==> config.mk <==
export PLATFORM = sky130hd
export DESIGN_NAME = shift_cmd_sequencer
export DESIGN_NICKNAME = d
export VERILOG_FILES = /design/src/rtl/shift_cmd_sequencer.sv
export SDC_FILE = /design/constraint.sdc
export NUM_CORES = 1
export LEC_CHECK = 0
export CORE_UTILIZATION = 49
export CTS_BUF_LIST = sky130_fd_sc_hd__clkbuf_2
export CTS_CLUSTER_SIZE = 10
export DETAILED_ROUTE_END_ITERATION = 10
export HOLD_SLACK_MARGIN = 0.08
export PLACE_DENSITY = 0.87
export SLEW_MARGIN = 20
export SYNTH_ARGS = -nofsm -noshare
export SYNTH_HDL_FRONTEND = slang
export SYNTH_SLANG_ARGS = --single-unit
==> constraint.sdc <==
create_clock -name clk -period 5.5 [get_ports clk]
set_input_delay 1.1 -clock clk [delete_from_list [all_inputs] [get_ports clk]]
set_output_delay 1.1 -clock clk [all_outputs]
set_load 0.01 [all_outputs]
==> src/rtl/shift_cmd_sequencer.sv <==
// Command front-end for barrel_shifter: splits a large shift amount into passes of at most N-1,
// chaining each pass result back as the next operand, and returns the final result over valid/ready.
module shift_cmd_sequencer #(
  parameter int N     = 8,
  parameter int AMT_W = 8
) (
  input  logic                 clk,
  input  logic                 rst_n,
  input  logic                 in_valid,
  output logic                 in_ready,
  input  logic [N-1:0]         in_data,
  input  logic [AMT_W-1:0]     in_amount,
  input  logic [2:0]           in_opcode,
  output logic [N-1:0]         bs_A,
  output logic [$clog2(N)-1:0] bs_B,
  output logic [2:0]           bs_opcode,
  input  logic [N-1:0]         bs_Y,
  input  logic                 bs_overflow,
  input  logic                 bs_zero,
  output logic                 out_valid,
  input  logic                 out_ready,
  output logic [N-1:0]         out_data,
  output logic                 out_overflow,
  output logic                 out_zero
);
  localparam int BW = $clog2(N);
  localparam logic [AMT_W-1:0] MAX_STEP = AMT_W'(N - 1);

  typedef enum logic [1:0] {IDLE, SHIFT, DONE} state_t;

  state_t           state;
  logic [N-1:0]     work;
  logic [AMT_W-1:0] remaining;
  logic [AMT_W-1:0] step;
  logic [2:0]       op;
  logic             ovf_acc;

  assign step      = (remaining < MAX_STEP) ? remaining : MAX_STEP;
  assign in_ready  = (state == IDLE);
  assign out_valid = (state == DONE);

  // Per-pass amount is only presented while shifting so the shifter idles at B=0.
  always_comb begin
    bs_A      = work;
    bs_opcode = op;
    bs_B      = '0;
    if (state == SHIFT) bs_B = BW'(step);
  end

  always_ff @(posedge clk) begin
    if (!rst_n) begin
      state        <= IDLE;
      work         <= '0;
      remaining    <= '0;
      op           <= '0;
      ovf_acc      <= 1'b0;
      out_data     <= '0;
      out_overflow <= 1'b0;
      out_zero     <= 1'b0;
    end else begin
      case (state)
        IDLE: begin
          if (in_valid) begin
            work      <= in_data;
            op        <= in_opcode;
            remaining <= in_amount;
            ovf_acc   <= 1'b0;
            if (in_amount == '0) begin
              state        <= DONE;
              out_data     <= in_data;
              out_zero     <= (in_data == '0);
              out_overflow <= 1'b0;
            end else begin
              state <= SHIFT;
            end
          end
        end
        SHIFT: begin
          work      <= bs_Y;
          remaining <= remaining - step;
          ovf_acc   <= ovf_acc | bs_overflow;
          if (remaining == step) begin
            state        <= DONE;
            out_data     <= bs_Y;
            out_zero     <= bs_zero;
            out_overflow <= ovf_acc | bs_overflow;
          end
        end
        DONE: begin
          if (out_ready) state <= IDLE;
        end
        default: state <= IDLE;
      endcase
    end
  end
endmodule
# ---- Yosys cells after proc, flatten, opt, wreduce, memory -nomap -nowiden
# Cells that the tools add are included.
dict set report totals {
  reg_bits 32
  wordCells 51
  input_bits 33
  output_inout_bits 26
}
dict set report op_classes {
  n_reduce_logical 8
  magnitude_cmp 1
  add_sub_neg 1
  n_mux 25
  bitwise 1
  eq_ne 7
}
# op count
set op_table {}
lappend op_table {{two-way mux 8 bit} 6}
lappend op_table {{case mux 8 bit (2 select lines)} 3}
lappend op_table {{zero test 8 bit} 2}
lappend op_table {{== test 8 bit} 1}
lappend op_table {{< comparator 8 x 3 -> 1 bit (second input constant)} 1}
lappend op_table {{two-way mux 2 bit} 4}
lappend op_table {{subtractor 8 bit} 1}
lappend op_table {{two-way mux 1 bit} 7}
lappend op_table {{!= test 2 x 1 -> 1 bit (second input constant)} 3}
lappend op_table {{case mux 1 bit (2 select lines)} 3}
lappend op_table {{case mux 2 bit (3 select lines)} 1}
lappend op_table {{AND reduction 2 bit} 2}
lappend op_table {{AND reduction 4 bit} 1}
lappend op_table {{two-way mux 3 bit} 1}
lappend op_table {{AND reduction 3 bit} 1}
lappend op_table {{== test 2 x 1 -> 1 bit (second input constant)} 1}
lappend op_table {{== test 2 bit (second input constant)} 1}
lappend op_table {{zero test 2 bit} 1}
lappend op_table {{!= test 2 bit (second input constant)} 1}
lappend op_table {{nonzero test 2 bit} 1}
lappend op_table {{bitwise OR 1 bit} 1}

# ---- Longest topological paths before layout
# Gate-level depths: netlist (run 1).
dict set report logic_depth {
  depth_word 5
  mapped_depth 8
  ltp_nobuf 8
}

# ---- Worst setup path before layout (run 1)
# OpenSTA, ideal clock, no wires.
dict set report synth_path {
  path_type {input to register}
  startpoint {input port in_amount[2]}
  endpoint {register out_zero}
  slack_ns 2.985
  setup_ns 0.130
  t_required_ns 5.370
  arrival_time_ns 2.385
  path_stages 4
  path_cell_list {or4_1 -> or3_4 -> a221oi_2 -> nor3_2}
}
dict set report synth_via {
  elab_chain_cells 3
}
# element line_no
set synth_rtl {}
lappend synth_rtl {{start: declaration} 12} ;# input logic [AMT_W-1:0] in_amount,
lappend synth_rtl {{zero test 8 bit} 68} ;# if (in_amount == '0) begin
lappend synth_rtl {{!= test 2 x 1 -> 1 bit (no line)} --}
lappend synth_rtl {{AND reduction 4 bit (no line)} --}
lappend synth_rtl {{end signal: assignment} 71} ;# out_zero <= (in_data == '0);
lappend synth_rtl {{end signal: assignment} 85} ;# out_zero <= bs_zero;
lappend synth_rtl {{end: declaration} 24} ;# output logic out_zero
# Every way passes these cells.
# A chain may end at the register's enable or synchronous reset.

# ---- Worst setup path after layout (run 1)
dict set report layout_path {
  startpoint {register remaining[4]}
  endpoint {output port bs_B[0]}
}
dict set report layout_via {
  elab_chain_cells 3
}
# element line_no
set layout_rtl {}
lappend layout_rtl {{start: declaration} 33} ;# logic [AMT_W-1:0] remaining;
lappend layout_rtl {{start signal: assignment} 66} ;# remaining <= in_amount;
lappend layout_rtl {{start signal: assignment} 80} ;# remaining <= remaining - step;
lappend layout_rtl {{< comparator 8 x 3 -> 1 bit} 38} ;# assign step = (remaining < MAX_STEP) ? remaining : MAX_STEP;
lappend layout_rtl {{two-way mux 8 bit} 38}
lappend layout_rtl {{two-way mux 3 bit} 47} ;# if (state == SHIFT) bs_B = BW'(step);
lappend layout_rtl {{end: declaration} 15} ;# output logic [$clog2(N)-1:0] bs_B,
# Every way passes these cells.

==> impl_metrics.ini, run 1 <==
[floorplan]
start_util = 0.525
core_mm2 = 0.00310
row_count = 20
die_x_um = 59.6
num_io_pins = 59
die_h_um = 59.6
die_area_mm2 = 0.00356

[global_route]
first_global_vias = 1548
grt_antenna_before_repair = 0
gr-total-overflow = 0
grt_max_degree = 25
grt_pass1_wl_mm = 6.80
grt.total_usage = 0.260

[final_layout]
fill_cells = 251
drive_above_1_share = 0.0586
multi_input_area_um2 = 881
n_antenna_cell = 0
final_cell_mix = clkdlybuf4s50_1 (58), dfxtp_1 (32), nor2_1 (22)
final_common_cell = clkdlybuf4s50_1
final_cells = 283
final-seq-area_um2 = 641
nNetsFinal = 272
areaGrowthSynthToFinish_pct = 37.6

[detailed_routing]
drc = 0
wl_per_cell_um = 15.0
vias = 1640
wl_mm = 4.24
firstDrtPassIters = 5
drtAntennaViolNets = 0
via_per_inst = 5.80
initialDrtViolationCount = 130

[synthesis]
yosysSeqAreaShare = 0.394
yosys.area_share.simple = 0.210
synth_warnings = 0
ys_seq_elements = 32
synthXorXnorAreaFrac = 0.00538
synth_fa_ha_area_frac = 0.00769
syn_avg_cell_area_um2 = 8.61
synthCells = 189
muxShareOfSynthArea = 0.0492
synth-compound-area-share = 0.269
syn_nets = 223
netlist_area_mm2 = 0.00163
synth_top_family_by_area = compound AO/OA/AOI/OAI gates
ys_types = 46

[sta]
timing.fmax_ghz = 0.290
relSlewSlack = 0.419
period_share = 0.627
fin_crit_ns = 3.45
setup_viol = 0
skew_ns = 0.0184
setup_tns_ns = 0
worst_slew_pin_slew_ns = 0.870
final-max-slew-violation-count = 0
hold_viol = 0
rsz0062_at_grt = no

[placement]
place_inst = 275
numPortBuffers = 58
hpwl_mm = 2.93
finalWeightedCongestion = 0.902

[power_and_ir_drop]
leakage_nw = 0.835
power_density_mw_per_mm2 = 292
ir_drop_uv = 225

[critical_path]
worstPathArrival_ns = 2.35
start_kind = flip-flop
path_class = reg -> out
cp-end-kind = output pin
rrSetupSlack_ns = 3.00
cp.required_ns = 4.40
crit_fanout = 6

[clock_network]
cts_sinks = 32
ctsHoldBuffers = 0
cts_inserted_buffers = 5
post_cts_resized = 0
cts_setup_buffers = 0
clk_path_buf_depth = 2
clock-root-buffer = clkbuf_2
clock_latency_ns = 0.40
h-tree-depth = 2
cts_tree = yes
cts.clk_slew.worst_paths_ns = 0.19

[outcome]
run_status = finished clean

[job]
maxCapViolations = 0

[min_path]
hold_class = reg -> reg
worst paths after layout:
| path | start | end | depth (start not counted) |
|---|---|---|---|
| setup / recovery | remaining[4] | bs_B[0] | 5 |
| hold / removal | bs_opcode[0] | bs_opcode[0] | 2 |
| setup reg to reg | state[0] | out_overflow | 4 |
| hold reg to reg | bs_opcode[0] | bs_opcode[0] | 2 |
critical path: stages, from the launching register on:
cell and delay, ns:
dfxtp_1 0.39, nor3_1 0.56, nand2_1 0.30, nor2_1 0.15, nor2_1 0.05, clkdlybuf4s50_1 0.50
sequential cells by signal (all words and copies together) (netlist names):
register and flops:
bs_A 8, out_data 8, remaining 8, bs_opcode 3
state 2, out_overflow 1, out_zero 1, ovf_acc 1
cell families (layout without fill, tap and decap cells):
group,Yosys count,count (layout)
buffers and inverters,20,70
XOR/XNOR,1,1
AO/OA/AOI/OAI,61,61
multiplexers,8,8
adder cells (fa/ha/maj),1,1
AND/OR/NAND/NOR,66,66
flip-flops,32,32
through the flow:
step	power (W)	setup WS, ns	utilization	instance area, um2	hold WS [ns]
floorplan	0.000404	2.98	-	1630	0.466
global placement	0.000485	2.38	0.700	2170	0.443
detailed placement	0.000490	2.32	0.700	2170	0.449
CTS	0.000654	2.06	0.722	2240	0.471
global route	0.000690	1.91	0.722	2240	0.490
finish	0.000654	2.05	0.722	2240	0.467
area by class of cell:
| type | count | share of cell area |
|---|---|---|
| timing repair buffer | 58 | 0.259 |
| clock inverter | 3 | 0.0190 |
| sequential | 32 | 0.286 |
| multi-input combinational | 137 | 0.393 |
| inverter | 4 | 0.00670 |
| tap | 44 | 0.0246 |
| clock buffer | 5 | 0.0112 |
where the power goes:
part / switching, W / internal [W] / total [W]
combinational: 0.000102 / 0.000102 / 0.000205
sequential: 0.0000246 / 0.000258 / 0.000283
clock: 0.0000907 / 0.0000759 / 0.000167
per-layer routing:
metal | vias to the layer above | GRT usage | wire [um]
met3 | 7 | 0.0961 | 383
met4 | 0 | 0.103 | 43
li1 | 811 | - | -
met1 | 740 | 0.314 | 1840
met5 | - | 0 | 0
met2 | 82 | 0.419 | 1970
synth_stat cells (all sizes together):
library cell  instances  area [um2]
a2111oi               1        8.76
nand2b                3        18.8
nor2b                 1        6.26
o31a                  1        8.76
or3                   2        17.5
o311ai                2        17.5
and3                  3        18.8
o21ba                 1        10.0
nor3b                 1        7.51
clkbuf                9        35.0
ha                    1        12.5
a31oi                 1        6.26
o21ai                16        80.1
nand2                14        52.6
dfxtp                32         641
o311a                 8        80.1
o21bai                1        7.51
o41ai                 2        17.5
a21oi                 9        45.0
o21a                  1        7.51
nor4                  3        18.8
nand3                 5        25.0
buf                   7        56.3
nor3                  7        56.3
o211ai                2        15.0
and2b                 1        7.51
inv                   4        15.0
xor2                  1        8.76
a311oi                3        26.3
nor2                 22        82.6
a22oi                 1        7.51
a221oi                2        23.8
o221ai                1        8.76
or3b                  1        8.76
a211oi                9        67.6
or4                   2        15.0
nand4                 1        6.26
mux2i                 8        80.1
Power figures use the tool's default switching activity.
==> run 2: changes to the inputs <==
--- a/config.mk
+++ b/config.mk
@@ -5,12 +5,12 @@
 export SDC_FILE = /design/constraint.sdc
 export NUM_CORES = 1
 export LEC_CHECK = 0
-export CORE_UTILIZATION = 49
+export CORE_UTILIZATION = 41
 export CTS_BUF_LIST = sky130_fd_sc_hd__clkbuf_2
 export CTS_CLUSTER_SIZE = 10
 export DETAILED_ROUTE_END_ITERATION = 10
 export HOLD_SLACK_MARGIN = 0.08
-export PLACE_DENSITY = 0.87
+export PLACE_DENSITY = 0.77
 export SLEW_MARGIN = 20
 export SYNTH_ARGS = -nofsm -noshare
 export SYNTH_HDL_FRONTEND = slang
==> constraint.sdc (replaced) <==
create_clock -name clk -period 2.9 [get_ports clk]
set_input_delay 0.58 -clock clk [delete_from_list [all_inputs] [get_ports clk]]
set_output_delay 0.58 -clock clk [all_outputs]
set_load 0.01 [all_outputs]
==> run 2 against run 1 <==
Net effect:
- first-iteration DRC count shrank 35%
- sequential cell count is the same
- largest power group unchanged
- worst hold slack improved by 0.0043 ns
==> impl_metrics.ini, run 2 (same netlist as run 1, synthesis figures left out) <==
[clock_network]
clock_latency_ns = 0.36
cts_sinks = 32
clk_path_buf_depth = 2
post_cts_resized = 0
clock-root-buffer = clkbuf_2
cts_inserted_buffers = 5
cts_tree = yes
ctsHoldBuffers = 0
h-tree-depth = 2
cts.clk_slew.worst_paths_ns = 0.16
cts_setup_buffers = 0

[outcome]
run_status = finished clean

[critical_path]
reg2reg_to = remaining[4]
start_kind = flip-flop
reg2regPathDepth = 7
crit_top_cell = nor2_1
worstPathArrival_ns = 2.02
worstPathCellList = nor2_1 -> nand2_1 -> nor2_1 -> nor2_1 -> clkdlybuf4s50_1
max_stage_delay_ns = 0.47
path_class = reg -> out
slowest_stage = clkdlybuf4s50_1
crit_fanout = 7
rrSetupSlack_ns = 0.94
cp-end-kind = output pin
cp.required_ns = 2.32
r2r-start = remaining[6]

[min_path]
hold_path_end = bs_opcode[0]
hold_class = reg -> reg
holdPathStages = 2
min_from = bs_opcode[0]

[global_route]
grt_antenna_before_repair = 0
first_global_vias = 1517
grt_pass1_wl_mm = 7.04
grt.total_usage = 0.216
grt_max_degree = 25
gr-total-overflow = 0

[final_layout]
drive_above_1_share = 0.0779
final_cell_mix = clkdlybuf4s50_1 (58), dfxtp_1 (32), nor2_1 (22)
n_antenna_cell = 0
fin_area_mm2 = 0.00226
fill_cells = 361
nNetsFinal = 278
final_core_util = 0.603
final_common_cell = clkdlybuf4s50_1
areaGrowthSynthToFinish_pct = 38.7

[sta]
skew_ns = 0.00611
relSlewSlack = 0.554
period_share = 0.898
fin_worst_hold_slack_ns = 0.472
setup_viol = 0
worst_slew_pin_slew_ns = 0.668
rsz0062_at_grt = no
final-max-slew-violation-count = 0
hold_viol = 0
timing.fmax_ghz = 0.384
fin_crit_ns = 2.60
setup_tns_ns = 0

[placement]
dpl_cell_area_mm2 = 0.00222
finalWeightedCongestion = 0.884
numPortBuffers = 58
hpwl_mm = 3.08

[detailed_routing]
via_per_inst = 5.63
wl_per_cell_um = 14.5
wl_met1_mm = 1.87
top_layer = met4
drc = 0
wl_mm = 4.24
firstDrtPassIters = 5
wl_met3_um = 380
drtAntennaViolNets = 0
vias = 1643
route.met2.wl_mm = 1.96
initialDrtViolationCount = 85

[power_and_ir_drop]
leakage_nw = 0.855
ir_drop_uv = 263
power_density_mw_per_mm2 = 504

[floorplan]
row_count = 22
die_area_mm2 = 0.00423
core_mm2 = 0.00374
num_io_pins = 59
die_h_um = 65.0
start_util = 0.435
die_x_um = 65.0

[job]
maxCapViolations = 0
==> run 2: changes by cell type in the layout (fill, tap and decap cells not counted) <==
| cell | previous run | this run |
|---|---|---|
| buf_4 | 0 | 6 |
| bufinv_16 | 1 | 0 |
| clkbuf_2 | 5 | 6 |
| clkinvlp_4 | 1 | 0 |
==> run 2: worst max-delay path: cells and delay by family (launching register included) <==
family	cells	cell delay, ns
buf+inv	1	0.47
flops	1	0.37
simple gates	4	0.83
==> run 2: stage by stage <==
step	power [W]	instances	worst slack (ns)
finish	0.00114	292	0.297
global route	0.00121	292	0.122
CTS	0.00114	292	0.301
detailed placement	0.000942	285	0.394
global placement	0.000937	285	0.413
floorplan	0.000767	189	0.905
==> run 2: where the power goes <==
group          internal (W)  switching [W]
Combinational      0.000205       0.000190
Sequential         0.000490      0.0000468
Clock             0.0000576       0.000149
Total              0.000753       0.000386
==> run 2: layer usage <==
layer / up-vias / global-route usage
li1: 824 / -
met1: 739 / 0.285
met2: 76 / 0.327
met3: 4 / 0.0669
met4: 0 / 0.0842
met5: - / 0
==> run 2: cell type report <==
type | instances | area, um2 | area share
clock buffers | 6 | 30.0 | 0.0133
inverters | 4 | 15.0 | 0.00665
flip-flops and latches | 32 | 641 | 0.284
multi-input cells | 137 | 881 | 0.390
repair buffers | 64 | 626 | 0.277
well taps | 48 | 60.1 | 0.0266
clock inverters | 1 | 5.00 | 0.00222
==> run 2: how the worst max path moves through the flow <==
stage | cells after the start | endpoint | start
after floorplan | 4 | out_zero | in_amount[2]
after global placement | 5 | out_zero | in_valid
after detailed placement | 5 | out_zero | in_amount[1]
after CTS | 5 | bs_B[1] | remaining[7]
after global routing | 5 | bs_B[1] | remaining[7]
final | 5 | bs_B[2] | remaining[6]
